==> config.mk <==
export PLATFORM = sky130hd
export DESIGN_NAME = contador_bcd_4dig
export DESIGN_NICKNAME = d
export VERILOG_FILES = /design/src/rtl/contador_bcd_4dig.sv
export SDC_FILE = /design/constraint.sdc
export NUM_CORES = 1
export LEC_CHECK = 0
export ABC_AREA = 1
export BUFFER_PORTS_ARGS = -buffer_cell sky130_fd_sc_hd__buf_4
export CAP_MARGIN = 20
export CORE_AREA = 2 2 130 132
export DETAILED_ROUTE_END_ITERATION = 10
export DIE_AREA = 0 0 132 134
export HOLD_SLACK_MARGIN = 0.08
export PLACE_DENSITY = 0.35
export SETUP_SLACK_MARGIN = 0.15
export SLEW_MARGIN = 0
export SYNTH_ARGS = -nofsm -noshare
export SYNTH_HDL_FRONTEND = slang
export SYNTH_SLANG_ARGS = --single-unit
==> constraint.sdc <==
create_clock -name i_Clk -period 1.3 [get_ports i_Clk]
set_input_delay 0.39 -clock i_Clk [delete_from_list [all_inputs] [get_ports i_Clk]]
set_output_delay 0.39 -clock i_Clk [all_outputs]
set_load 0.05 [all_outputs]
==> src/rtl/contador_bcd_4dig.sv <==
// Four-digit BCD up/down counter fed by two raw push-buttons (sync, debounce, rising-edge detect).
// Optional CONTADOR_BCD_SATURA_EN: clamp at 9999/0000 instead of wrapping; o_Carry then stays 0.
module contador_bcd_4dig #(
  parameter int DEBOUNCE_CYCLES = 50000,
  parameter int DEB_W           = 20
) (
  input  logic       i_Clk,
  input  logic       i_Rst,
  input  logic       i_Btn_Up,
  input  logic       i_Btn_Down,
  input  logic       i_Clr,
  output logic [3:0] o_Datos1,
  output logic [3:0] o_Datos2,
  output logic [3:0] o_Datos3,
  output logic [3:0] o_Datos4,
  output logic       o_Carry
);

  // Index 0 = up button, index 1 = down button.
  logic [1:0]       w_btn_raw;
  logic [1:0]       r_sync1;
  logic [1:0]       r_sync2;
  logic [1:0]       r_deb;
  logic [1:0]       r_deb_d;
  logic [DEB_W-1:0] r_deb_cnt [2];
  logic [1:0]       w_pulse;

  logic [15:0]      r_val;
  logic             r_carry;
  logic [15:0]      w_inc;
  logic [15:0]      w_dec;
  logic             w_inc_c;
  logic             w_dec_b;

  assign w_btn_raw = {i_Btn_Down, i_Btn_Up};
  assign w_pulse   = r_deb & ~r_deb_d;

  always_ff @(posedge i_Clk or negedge i_Rst) begin
    if (!i_Rst) begin
      r_sync1 <= '0;
      r_sync2 <= '0;
      r_deb   <= '0;
      r_deb_d <= '0;
      for (int i = 0; i < 2; i++) r_deb_cnt[i] <= '0;
    end else begin
      r_sync1 <= w_btn_raw;
      r_sync2 <= r_sync1;
      r_deb_d <= r_deb;
      for (int i = 0; i < 2; i++) begin
        if (r_sync2[i] == r_deb[i]) begin
          r_deb_cnt[i] <= '0;
        end else if (r_deb_cnt[i] == DEB_W'(DEBOUNCE_CYCLES - 1)) begin
          r_deb[i]     <= r_sync2[i];
          r_deb_cnt[i] <= '0;
        end else begin
          r_deb_cnt[i] <= r_deb_cnt[i] + DEB_W'(1);
        end
      end
    end
  end

  // Ripple carry/borrow across nibbles; final w_inc_c/w_dec_b flag a wrap.
  always_comb begin
    w_inc   = r_val;
    w_dec   = r_val;
    w_inc_c = 1'b1;
    w_dec_b = 1'b1;
    for (int i = 0; i < 4; i++) begin
      if (w_inc_c) begin
        if (r_val[4*i +: 4] == 4'd9) begin
          w_inc[4*i +: 4] = 4'd0;
        end else begin
          w_inc[4*i +: 4] = r_val[4*i +: 4] + 4'd1;
          w_inc_c         = 1'b0;
        end
      end
      if (w_dec_b) begin
        if (r_val[4*i +: 4] == 4'd0) begin
          w_dec[4*i +: 4] = 4'd9;
        end else begin
          w_dec[4*i +: 4] = r_val[4*i +: 4] - 4'd1;
          w_dec_b         = 1'b0;
        end
      end
    end
  end

  always_ff @(posedge i_Clk or negedge i_Rst) begin
    if (!i_Rst) begin
      r_val   <= '0;
      r_carry <= 1'b0;
    end else begin
      r_carry <= 1'b0;
      if (i_Clr) begin
        r_val <= '0;
      end else if (w_pulse[0] && w_pulse[1]) begin
        r_val <= r_val;
      end else if (w_pulse[0]) begin
`ifdef CONTADOR_BCD_SATURA_EN
        if (!w_inc_c) r_val <= w_inc;
`else
        r_val   <= w_inc;
        r_carry <= w_inc_c;
`endif
      end else if (w_pulse[1]) begin
`ifdef CONTADOR_BCD_SATURA_EN
        if (!w_dec_b) r_val <= w_dec;
`else
        r_val   <= w_dec;
        r_carry <= w_dec_b;
`endif
      end
    end
  end

  assign o_Datos1 = r_val[3:0];
  assign o_Datos2 = r_val[7:4];
  assign o_Datos3 = r_val[11:8];
  assign o_Datos4 = r_val[15:12];
  assign o_Carry  = r_carry;

endmodule

-- After elaboration in Yosys (flattened, before gate mapping)
Index checks and enable logic that the tools add are counted.
- register bits after elaboration: 65
- output and inout bits: 17
- muxes and demuxes: 40
- bitwise gates (word level): 4
- reductions and logical operators: 15
- add/subtract/negate cells: 10
- equal/unequal tests: 12
- operators by type and width (cell ; count):
    $mux 20 ; 4
    $mux 16 ; 4
    $mux 4 ; 14
    $add 20x1->20 const B ; 2
    $eq 20x16->1 const B ; 2
    $mux 1 ; 18
    $add 4x1->4 const B ; 4
    $eq 4x4->1 const B ; 4
    $logic_not 4->1 ; 4
    $sub 4x1->4 const B ; 4
    $reduce_and 4->1 ; 3
    $reduce_bool 3->1 ; 4
    $ne 3x2->1 const B ; 3
    $reduce_and 2->1 ; 3
    $and 2x2->2 ; 1
    $eq 1x1->1 ; 2
    $ne 2x2->1 const B ; 1
    $not 1->1 ; 2
    $not 2->2 ; 1
    $logic_and 1x1->1 ; 1

-- Longest topological paths before layout
- depth after elaboration: 9
- gate-level depth with buffers: 10
- depth with buffers taken out: 10

-- Worst setup path before layout
No wires, ideal clock.
- path type: register -> register
- from: reg r_val[3]
- to: reg r_val[11]
- arrival time: 1.536 ns
- path slack: -0.356 ns
- period minus slack after synthesis: 1.656 ns
- cell stages (with the launch flop): 10
- buffers on the path: 0
- cells stage by stage: dfrtp_1 nand2_1 nor2_4 nand2_1 nand2_1 nand2_1 nor2_4 inv_1 nand2_1 nand2_1
- cells in the longest elaborated chain, start to end: 5
- elaborated cells between the ends (all ways): 9
- ends and longest elaborated chain (element ; RTL line ; source):
    start, declared ; 28 ; logic [15:0] r_val;
    start signal, assigned ; 97 ; r_val <= r_val;
    start signal, assigned ; 102 ; r_val <= w_inc;
    start signal, assigned ; 109 ; r_val <= w_dec;
    $eq 4x4->1 or $logic_not 4->1 (tied branches) ; 70, 78 ;
    $mux 1 (on tied branches) ; 70, 78 ;
    $mux 1 (on tied branches) ; 69, 77 ;
    $ne 3x2->1 (no line) or $reduce_bool 3->1 (tied branches) ; n/a ;
    $reduce_and 4->1 (no line) * ; n/a ;
Every way passes the cells marked *; elsewhere a longest branch is shown, timed or not.
A chain may end at the register's enable or synchronous reset.

-- Worst setup path after layout
- from: reg r_val[3]
- to: reg r_val[4]
- cells in the longest elaborated chain, start to end: 4
- elaborated cells between the ends (all ways): 7
- ends and longest elaborated chain (element ; RTL line):
    $eq 4x4->1 or $logic_not 4->1 (tied branches) ; 70, 78
    $mux 1 (on tied branches) ; 70, 78
    $ne 3x2->1 (no line) or $reduce_bool 3->1 (tied branches) ; n/a
    $reduce_and 4->1 (no line) * ; n/a
Marks and branches as above.

==> run summary <==
via density per instance: 4.34
core footprint: 0.0163 mm2
biggest area consumer among synthesized cells: sky130_fd_sc_hd__dfrtp_1
share of flip-flops with an asynchronous set or reset after synthesis: 100%
die extent in x: 132 um
CTS clock-pin slew for the worst setup and hold paths: 0.06 ns
share of the yosys chip area belonging to registers: 42.5%
most frequent cell after synthesis: sky130_fd_sc_hd__nand2_1
Total Die Area: 0.0177 mm2
via count of the first global-routing pass: 4326
initial DRC count: 177
final HPWL from detailed placement: 8660 um
overall routed net length: 12800 um
element type at the critical path end: flop
share of total power in combinational logic: 35.8%
Tot GR Track Use: 15.2%
internal portion of total power: 4940 uW
initial antenna violation count: 0
worst slew margin relative to its limit: 74.0%
routability cong.: 0.901
fraction of the core area covered by cells at the end of the flow: 44.0%
HP Class: input port to flop
detailed-route via count: 4279
maximum root-to-sink buffer count: 2
largest fanout on the critical path: 4
clock tree from TritonCTS: yes
Cell Area, Placed: 0.00530 mm2
Worst Path Required: 1.54 ns
startpoint class of the critical path: flop
final net count: 768
layout filler cell count: 1633
data arrival time at the worst-slack endpoint: 1.74 ns
status: complete, but fails checks
time the worst path needs with I/O delays and setup: 1.50 ns
actual slew at the worst max-slew pin: 0.391 ns
PortBufs: 21
setup repair after global routing missed its margin: yes
met1 global-route usage: 18.4%
remaining global-route overflow: 0
total non-filler cell area in the finished layout: 0.00717 mm2
CTS sink cnt: 65
first-pass iteration count of the detailed router: 4
Wirelength per Cell: 13.0 um
Post-route DRC: 0
net switching power figure: 2500 uW
number of storage elements in the synthesis netlist: 65
level count of the clock H-tree: 3
final worst setup slack: -0.205 ns
diode insertion count for antenna repair: 0
Distinct cells, synth: 31
post-synthesis net count: 556
Fin. Hold Viols: 0
average footprint of a synthesized cell: 6.98 um2
switching part of the total power: 33.6%
Boundary Pins: 22
share of the synthesized area in the top cell type: 42.5%
wire length of the first global-routing pass: 21200 um
number of failing setup endpoints in the final timing report: 55
largest net degree at the start of global routing: 66
share of cells above drive strength 1: 53.8%
Initial Utilization: 23.5%
cell area after synthesis: 0.00383 mm2
most used routing layer: met2
clock network power share: 33.2%
Yosys warning count: 0
part of the cycle the worst path needs: 116%
violations in the final reports: setup timing
Synth top cells by count: sky130_fd_sc_hd__nand2_1, sky130_fd_sc_hd__nor2_1, sky130_fd_sc_hd__dfrtp_1
leakage dissipation: 0.00335 uW
TritonCTS Buffers: 9
commonest register cell after synthesis: sky130_fd_sc_hd__dfrtp_1
P&R area growth vs syn: 87.2%
Final Power: 7450 uW
skew final: 0.00649 ns
maximum achievable frequency: 664 MHz
number of standard cells after synthesis: 549
MaxCap Viol Count: 0
worst setup path class: flop to flop
Die Span Y: 134 um
area taken by flip-flops and latches: 0.00166 mm2
met3 usage in global routing: 3.10%
dominant cells by area after synthesis: sky130_fd_sc_hd__dfrtp_1, sky130_fd_sc_hd__nand2_1, sky130_fd_sc_hd__nor2_1, sky130_fd_sc_hd__nand3_1, sky130_fd_sc_hd__inv_1
Multi-input gate area: 0.00282 mm2
met2 demand-to-capacity share in global routing: 26.2%
largest vdd supply drop: 0.000935 V
sequential share of power: 31.0%
number of flops mapped to enable cells by yosys: 0
Worst-Skew Late Latency: 0.34 ns
Clock Tree Root: sky130_fd_sc_hd__clkbuf_16
row cnt: 47
number of nets with antenna violations after routing: 0
power density over the cells: 1040 mW/mm2
total count of max-transition violations in the final report: 0
[repair_timing]
action / CTS / global route
setup endpoints to repair: 76 / 75
hold endpoints to repair: 20 / 0
setup buffers: 43 / 18
pin swaps: 73 / 47
gates resized for setup: 195 / 90
cloned: 2 / 0
hold buffers: 1 / 0
[layout make-up]
| class | instances | area share, % |
|---|---|---|
| clock buffers | 13 | 3.49 |
| clock inverters | 3 | 0.558 |
| inverters | 59 | 3.23 |
| multi-input cells | 422 | 39.4 |
| flip-flops and latches | 65 | 23.1 |
| well taps | 220 | 3.84 |
| repair buffers | 203 | 26.3 |
| repair inverters | 1 | 0.157 |
[stage by stage]
step | instances | hold slack (ns) | TNS (ns) | worst slack, ns
2_1_floorplan | 549 | 0.0944 | -1.28 | -0.126
3_3_place_gp | 906 | 0.334 | -3.90 | -0.158
3_5_place_dp | 906 | 0.338 | -3.50 | -0.133
4_1_cts | 968 | 0.139 | -4.06 | -0.220
5_1_grt | 986 | 0.137 | -9.88 | -0.289
6_report | 986 | 0.156 | -5.38 | -0.205
[state kept, by name, indices dropped and copies added, names as in the netlist]
| name | count |
|---|---|
| r_deb_cnt | 40 |
| r_val | 16 |
| r_deb | 2 |
| r_deb_d | 2 |
| r_sync1 | 2 |
| r_sync2 | 2 |
| o_Carry | 1 |
[power by group through the flow]
stage | combinational [uW] | sequential [uW] | clock [uW]
global route | 2870 | 2330 | 2680
finish | 2670 | 2310 | 2470
global placement | 2030 | 2320 | 0
CTS | 2570 | 2310 | 2570
floorplan | 657 | 2760 | 0
detailed placement | 2030 | 2330 | 0
[kinds of logic after synthesis]
family                   Yosys count  synth area share [%]
XOR/XNOR                          22                  5.03
buffers and inverters             62                  6.31
AO/OA/AOI/OAI                     36                  5.06
AND/OR/NAND/NOR                  362                  40.5
flip-flops                        65                  42.5
adder cells (fa/ha/maj)            2                 0.653
[cells in the final DEF, fill, tap and decap left out, types with 6 or more instances in the layout]
| cell type | netlist | final |
|---|---|---|
| sky130_fd_sc_hd__buf_8 | 0 | 14 |
| sky130_fd_sc_hd__o21ai_1 | 2 | 8 |
| sky130_fd_sc_hd__nor2_2 | 2 | 31 |
| sky130_fd_sc_hd__nand2_2 | 4 | 27 |
| sky130_fd_sc_hd__o21ai_0 | 19 | 12 |
| sky130_fd_sc_hd__nand2_4 | 1 | 21 |
| sky130_fd_sc_hd__inv_2 | 2 | 13 |
| sky130_fd_sc_hd__inv_1 | 57 | 44 |
| sky130_fd_sc_hd__nand3_1 | 49 | 35 |
| sky130_fd_sc_hd__dfrtp_2 | 0 | 23 |
| sky130_fd_sc_hd__nor2_1 | 120 | 59 |
| sky130_fd_sc_hd__dfrtp_1 | 65 | 42 |
| sky130_fd_sc_hd__nand3_2 | 1 | 10 |
| sky130_fd_sc_hd__nand2_1 | 155 | 110 |
| sky130_fd_sc_hd__nand4_1 | 6 | 6 |
| sky130_fd_sc_hd__nor2_4 | 5 | 37 |
| sky130_fd_sc_hd__xor2_1 | 17 | 14 |
| sky130_fd_sc_hd__buf_4 | 0 | 132 |
| sky130_fd_sc_hd__buf_6 | 1 | 52 |
| sky130_fd_sc_hd__nor3_4 | 0 | 6 |
| sky130_fd_sc_hd__clkbuf_16 | 0 | 9 |
[worst paths after layout]
kind                                      start                 endpoint  slack (ns)  cells after the start
setup reg to reg           r_val[3]$_DFFE_PN0P_     r_val[4]$_DFFE_PN0P_       -0.20                     11
min in group asynchronous                 i_Rst  r_deb_cnt[19]$_DFF_PN0_        0.59                      3
hold / removal                       i_Btn_Down     r_sync1[1]$_DFF_PN0_        0.16                      1
max in group asynchronous                 i_Rst    r_val[15]$_DFFE_PN0P_        0.37                      3
hold reg to reg            r_sync1[1]$_DFF_PN0_     r_sync2[1]$_DFF_PN0_        0.35                      0
setup / recovery           r_val[3]$_DFFE_PN0P_     r_val[4]$_DFFE_PN0P_       -0.20                     11
[routing by layer]
| layer | part of all wire (%) | routed length, um |
|---|---|---|
| met3 | 2.3 | 296 |
| met4 | 2.6 | 338 |
| met1 | 43 | 5510 |
| met2 | 52 | 6660 |
| met5 | 0 | 0 |
[worst max-delay path, stage by stage (launching register included)]
cell                      delay, ns
sky130_fd_sc_hd__dfrtp_2       0.40
sky130_fd_sc_hd__buf_6         0.12
sky130_fd_sc_hd__buf_6         0.11
sky130_fd_sc_hd__nand2_4       0.07
sky130_fd_sc_hd__nor2_4        0.04
sky130_fd_sc_hd__buf_4         0.13
sky130_fd_sc_hd__buf_6         0.11
sky130_fd_sc_hd__nor2_4        0.12
sky130_fd_sc_hd__buf_6         0.11
sky130_fd_sc_hd__nor2_4        0.03
sky130_fd_sc_hd__nor2_1        0.09
sky130_fd_sc_hd__nor2_1        0.05
Power figures use the tool's default switching activity.
